===== config.mk =====
export PLATFORM = sky130hd
export DESIGN_NAME = pipe_dmem_arbiter
export DESIGN_NICKNAME = d
export VERILOG_FILES = /design/src/rtl/pipe_arb_pkg.sv /design/src/rtl/pipe_arb_perf.sv /design/src/rtl/pipe_dmem_arbiter.sv
export SDC_FILE = /design/constraint.sdc
export NUM_CORES = 1
export LEC_CHECK = 0
export ABC_CLOCK_PERIOD_IN_PS = 4400
export BUFFER_PORTS_ARGS = -buffer_cell sky130_fd_sc_hd__buf_2
export CAP_MARGIN = 40
export CORE_AREA = 2 2 142 144
export DETAILED_ROUTE_END_ITERATION = 12
export DIE_AREA = 0 0 144 146
export PLACE_DENSITY = 0.47
export SLEW_MARGIN = 20
export SYNTH_ARGS = -nofsm -noshare
export SYNTH_HDL_FRONTEND = slang
export SYNTH_SLANG_ARGS = --single-unit

===== constraint.sdc =====
create_clock -name clock -period 4.4 [get_ports clock]
set_clock_uncertainty 0.2 [all_clocks]
set_input_delay 0.88 -clock clock [delete_from_list [all_inputs] [get_ports clock]]
set_output_delay 0.88 -clock clock [all_outputs]
set_load 0.03 [all_outputs]

===== src/rtl/pipe_arb_pkg.sv =====
// Shared types and constants for the pipeline data-memory arbiter.
package pipe_arb_pkg;

   typedef enum logic {
      S_CPU  = 1'b0,
      S_LOCK = 1'b1
   } arbState_t;

   localparam int ARB_CNT_W = 8;

endpackage


===== src/rtl/pipe_arb_perf.sv =====
// Performance counters for the data-memory arbiter: stalled cycles and debug grants.
// Instantiated by pipe_dmem_arbiter only when DMEM_ARB_PERF_EN is defined.
module pipe_arb_perf (
   input  logic        clock,
   input  logic        reset,
   input  logic        stall_i,
   input  logic        gnt_i,
   output logic [31:0] stall_cnt_o,
   output logic [31:0] dbg_cnt_o
);

   logic [31:0] stallCnt_q;
   logic [31:0] dbgCnt_q;

   // Both counters wrap naturally at 2^32.
   always_ff @(posedge clock) begin
      if (reset) begin
         stallCnt_q <= '0;
         dbgCnt_q   <= '0;
      end else begin
         if (stall_i) stallCnt_q <= stallCnt_q + 32'd1;
         if (gnt_i)   dbgCnt_q   <= dbgCnt_q + 32'd1;
      end
   end

   assign stall_cnt_o = stallCnt_q;
   assign dbg_cnt_o   = dbgCnt_q;

endmodule


===== src/rtl/pipe_dmem_arbiter.sv =====
// Arbitrates the synchronous data RAM between the MEM stage and a debug/loader port.
// Define DMEM_ARB_PERF_EN to build the stall/grant performance counters.
module pipe_dmem_arbiter
   import pipe_arb_pkg::*;
#(
   parameter int WAIT_MAX = 8,
   parameter int LOCK_MAX = 4
) (
   input  logic        clock,
   input  logic        reset,
   input  logic        cpu_req,
   input  logic        cpu_we,
   input  logic [31:0] cpu_addr,
   input  logic [31:0] cpu_wdata,
   output logic [31:0] cpu_rdata,
   output logic        cpu_stall,
   input  logic        dbg_req,
   input  logic        dbg_we,
   input  logic        dbg_lock,
   input  logic [31:0] dbg_addr,
   input  logic [31:0] dbg_wdata,
   output logic        dbg_gnt,
   output logic        dbg_rvalid,
   output logic [31:0] dbg_rdata,
   output logic        ram_we,
   output logic [31:0] ram_addr,
   output logic [31:0] ram_wdata,
   input  logic [31:0] ram_rdata,
   output logic [31:0] perf_stall_cnt,
   output logic [31:0] perf_dbg_cnt
);

   localparam logic [ARB_CNT_W-1:0] WAIT_LIM = ARB_CNT_W'(WAIT_MAX);
   localparam logic [ARB_CNT_W-1:0] LOCK_LIM = ARB_CNT_W'(LOCK_MAX);

   arbState_t            state_q, state_d;
   logic [ARB_CNT_W-1:0] waitCnt_q, waitCnt_d;
   logic [ARB_CNT_W-1:0] lockCnt_q, lockCnt_d;
   logic                 dbgOwn;
   logic                 dbgRvalid_q;
   logic [31:0]          dbgRdata_q;

   always_ff @(posedge clock) begin
      if (reset) begin
         state_q   <= S_CPU;
         waitCnt_q <= '0;
         lockCnt_q <= '0;
      end else begin
         state_q   <= state_d;
         waitCnt_q <= waitCnt_d;
         lockCnt_q <= lockCnt_d;
      end
   end

   // Ownership decision; the CPU keeps the RAM unless debug has waited long enough.
   always_comb begin
      state_d   = state_q;
      waitCnt_d = waitCnt_q;
      lockCnt_d = lockCnt_q;
      dbgOwn    = 1'b0;
      unique case (state_q)
         S_CPU: begin
            if (!dbg_req) begin
               waitCnt_d = '0;
            end else if (!cpu_req) begin
               dbgOwn    = 1'b1;
               waitCnt_d = '0;
            end else if (waitCnt_q < WAIT_LIM) begin
               waitCnt_d = waitCnt_q + 1'b1;
            end else begin
               dbgOwn    = 1'b1;
               waitCnt_d = '0;
            end
            if (dbgOwn && dbg_lock) begin
               state_d   = S_LOCK;
               lockCnt_d = 8'd1;
            end
         end
         S_LOCK: begin
            if (dbg_req && dbg_lock && (lockCnt_q < LOCK_LIM)) begin
               dbgOwn    = 1'b1;
               lockCnt_d = lockCnt_q + 1'b1;
            end else begin
               state_d   = S_CPU;
               waitCnt_d = '0;
               lockCnt_d = '0;
            end
         end
         default: state_d = S_CPU;
      endcase
   end

   // Grant, stall and write enable are forced low while reset is held.
   assign dbg_gnt   = dbgOwn && !reset;
   assign cpu_stall = dbg_gnt && cpu_req;
   assign ram_we    = !reset && (dbgOwn ? dbg_we : (cpu_req && cpu_we));
   assign ram_addr  = dbgOwn ? dbg_addr  : cpu_addr;
   assign ram_wdata = dbgOwn ? dbg_wdata : cpu_wdata;
   assign cpu_rdata = ram_rdata;

   always_ff @(posedge clock) begin
      if (reset) begin
         dbgRvalid_q <= 1'b0;
         dbgRdata_q  <= '0;
      end else begin
         dbgRvalid_q <= dbg_gnt && !dbg_we;
         if (dbg_gnt && !dbg_we) dbgRdata_q <= ram_rdata;
      end
   end

   assign dbg_rvalid = dbgRvalid_q;
   assign dbg_rdata  = dbgRdata_q;

`ifdef DMEM_ARB_PERF_EN
   pipe_arb_perf uPerf (
      .clock       (clock),
      .reset       (reset),
      .stall_i     (cpu_stall),
      .gnt_i       (dbg_gnt),
      .stall_cnt_o (perf_stall_cnt),
      .dbg_cnt_o   (perf_dbg_cnt)
   );
`else
   assign perf_stall_cnt = '0;
   assign perf_dbg_cnt   = '0;
`endif

endmodule


==> out/metrics.cfg <==
[setup_path]
reg2reg_to=dbg_rdata[20]
slowest_stage=and2_4
endpoint_kind=primary output
regToRegStartpoint=lockCnt_q[3]
path_class=primary input to primary output
critPathTopFamily=simple AND/OR/NAND/NOR gates
worst_ep_arrival_time_ns=2.71
worst_path_most_repeated_cell=buf_2
crit_buf_inv=3
worstSetupStartpointType=primary input
critical-path-max-stage-delay_ns=0.38
reg2reg_slack_ns=1.95
path_cells=buf_2 -> nor2b_1 -> a21bo_2 -> and2_4 -> buf_12 -> mux2_2 -> buf_2
setup.worst_path.start=cpu_req
r2r_cells=5
cp_max_fo=27
cp_data_required_time_ns=3.32

[timing]
rsz0062_at_grt=false
whs_ns=0.262
setup_tns_ns=0
hold_violations=0
setup_viol=0
clock.fmax_mhz=264
max_slew_margin=0.537
post-route-min-period_ns=3.79
slew_violations=0
finalCritPeriodShare=0.861
tightest_slew_ns=0.691

[layout]
fin_nets=819
final_common_cell=buf_2
areaGrowthSynthToFinish_pct=38.4
fin_area_um2=5250
final_core_utilization=0.271
layout_common_cells=buf_2 (298), nand2b_1 (65), conb_1 (64)
drive_gt1_frac=0.585

[drt]
drtIter0Drc=61
first_pass_iters=4
viasPerCell=3.70
wirelength_um=13800
post_drt_wl_per_cell_um=15.0
vias=3391
ant_nets=0
drc=0

[clock_network]
numClockSinks=50
hold_buffers=0
postCtsSetupRepairBufs=0
cts_tree=built
cts.clk_slew.worst_paths_ns=0.07
cts_htree_levels=2
cts-root-buf=clkbuf_16
insertion_delay_ns=0.29
clockBufferDepth=2
numCtsBuffers=5
cts_resized=0

[global_route]
grt_pass1_vias=3186
grt_antenna_before_repair=3
grt_pass1_wl_um=19000
grt_max_degree=50
grt_use_total=0.120
grt-ovfl-total=0

[worst_hold_path]
holdPathEnd=waitCnt_q[3]
min-delay-start=waitCnt_q[3]
min_path_cells=2
worstHoldPathType=flip-flop to flip-flop

[yosys]
synth_seq_area_share=0.264
synth_edf_count=0
syn_avg_cell_area_um2=9.67
ys_warn_count=0
ys.flop_type=dfxtp_1
async_reset_ff_frac=0
syn_inst=392
ys_ff_latch=50
synth_area_um2=3790
ys_types=39

[place]
numPortBuffers=298
place_congestion=0.771
dp_hpwl_um=11700
post_dp_cell_area_um2=5070

[floorplan]
fp.dieW_um=144
pin_count=363
core-area_um2=19300
die_h_um=146
die-area_um2=21000
initial_core_util=0.196
rows=51

[flow_run]
cap_viol_max_count=0

[pwr]
p_leak_uw=0.00267
vdd_drop_max_uv=189
powerDensity_nw_per_um2=284

[run_status]
status=finished clean

[synth_stat cells (2+ instances only)]
cell type / instances / area share
nor3b_1: 4 / 0.0079
buf_4: 100 / 0.20
a31oi_1: 2 / 0.0033
mux2_2: 48 / 0.14
nor2b_1: 2 / 0.0033
nor2_1: 12 / 0.012
nand2b_1: 65 / 0.11
buf_6: 3 / 0.0089
buf_2: 3 / 0.0040
nand2_1: 4 / 0.0040
mux2i_1: 34 / 0.090
a21oi_1: 5 / 0.0066
nand4_1: 2 / 0.0033
nor3_1: 2 / 0.0026
mux2_4: 16 / 0.063
o21ai_0: 2 / 0.0026
inv_1: 3 / 0.0030
dfxtp_1: 50 / 0.26
nand3b_1: 2 / 0.0040
clkbuf_1: 8 / 0.0079
a41oi_1: 2 / 0.0046
o2bb2a_1: 2 / 0.0053
and2_1: 4 / 0.0066
ha_1: 2 / 0.0066
[power breakdown]
group | internal (uW) | switching (uW) | leakage (uW)
combinational | 190 | 363 | 0.00217
sequential | 465 | 6.88 | 0.000405
clock | 286 | 182 | 0.0000875
total | 941 | 551 | 0.00267
[kinds of logic after synthesis]
family                     count (synthesis)  synth area share
and+or+nand+nor                          104             0.173
AOI/OAI and AO/OA                         18            0.0333
adders and majority gates                  2           0.00660
DFF                                       50             0.264
buffers and inverters                    119             0.227
muxes                                     98             0.296
other                                      1          0.000989
[state kept, by name, indices dropped and copies added, names as in the netlist]
| register | count |
|---|---|
| waitCnt_q | 8 |
| lockCnt_q | 8 |
| dbg_rdata | 32 |
| dbg_rvalid | 1 |
| state_q | 1 |
[metal layers]
metal  up-vias  GRT usage  share of wire
met5         -          0         0.0030
met4         6     0.0211         0.0079
met3        12     0.0461           0.11
met2       190      0.192           0.45
met1      1512      0.154           0.43
li1       1671          -              -
[worst reg2reg max path, stage by stage (launching register included)]
cell     delay, ns
dfxtp_1       0.35
nor3_1        0.40
nand4_4       0.21
a21oi_4       0.54
buf_4         0.46
mux2i_1       0.24
[worst max-delay path by stage]
stage                   end  slack, ns  cells past startpoint
2_1_floorplan     cpu_stall       0.81                      7
6_report        ram_addr[4]       0.61                      7
3_3_place_gp   ram_addr[28]       0.67                      7
5_1_grt        ram_addr[28]       0.50                      7
3_5_place_dp   ram_addr[28]       0.63                      7
4_1_cts        ram_addr[28]       0.62                      7
[area by class of cell]
| cell class | count | area [um^2] |
|---|---|---|
| inverters | 3 | 11.3 |
| fillers | 2132 | 14100 |
| diodes | 1 | 2.50 |
| clock buffers | 6 | 139 |
| clock inverters | 2 | 38.8 |
| well taps | 265 | 332 |
| multi-input cells | 286 | 2180 |
| flip-flops and latches | 50 | 1000 |
| repair buffers | 304 | 1550 |
[stage by stage]
| stage | total power (uW) | worst slack [ns] | instances |
|---|---|---|---|
| floorplan | 920 | 0.814 | 455 |
| global placement | 1040 | 0.665 | 908 |
| detailed placement | 1040 | 0.627 | 908 |
| CTS | 1520 | 0.616 | 916 |
| global route | 1570 | 0.496 | 916 |
| finish | 1490 | 0.612 | 917 |
No activity file was read; power rests on OpenSTA's default activity.
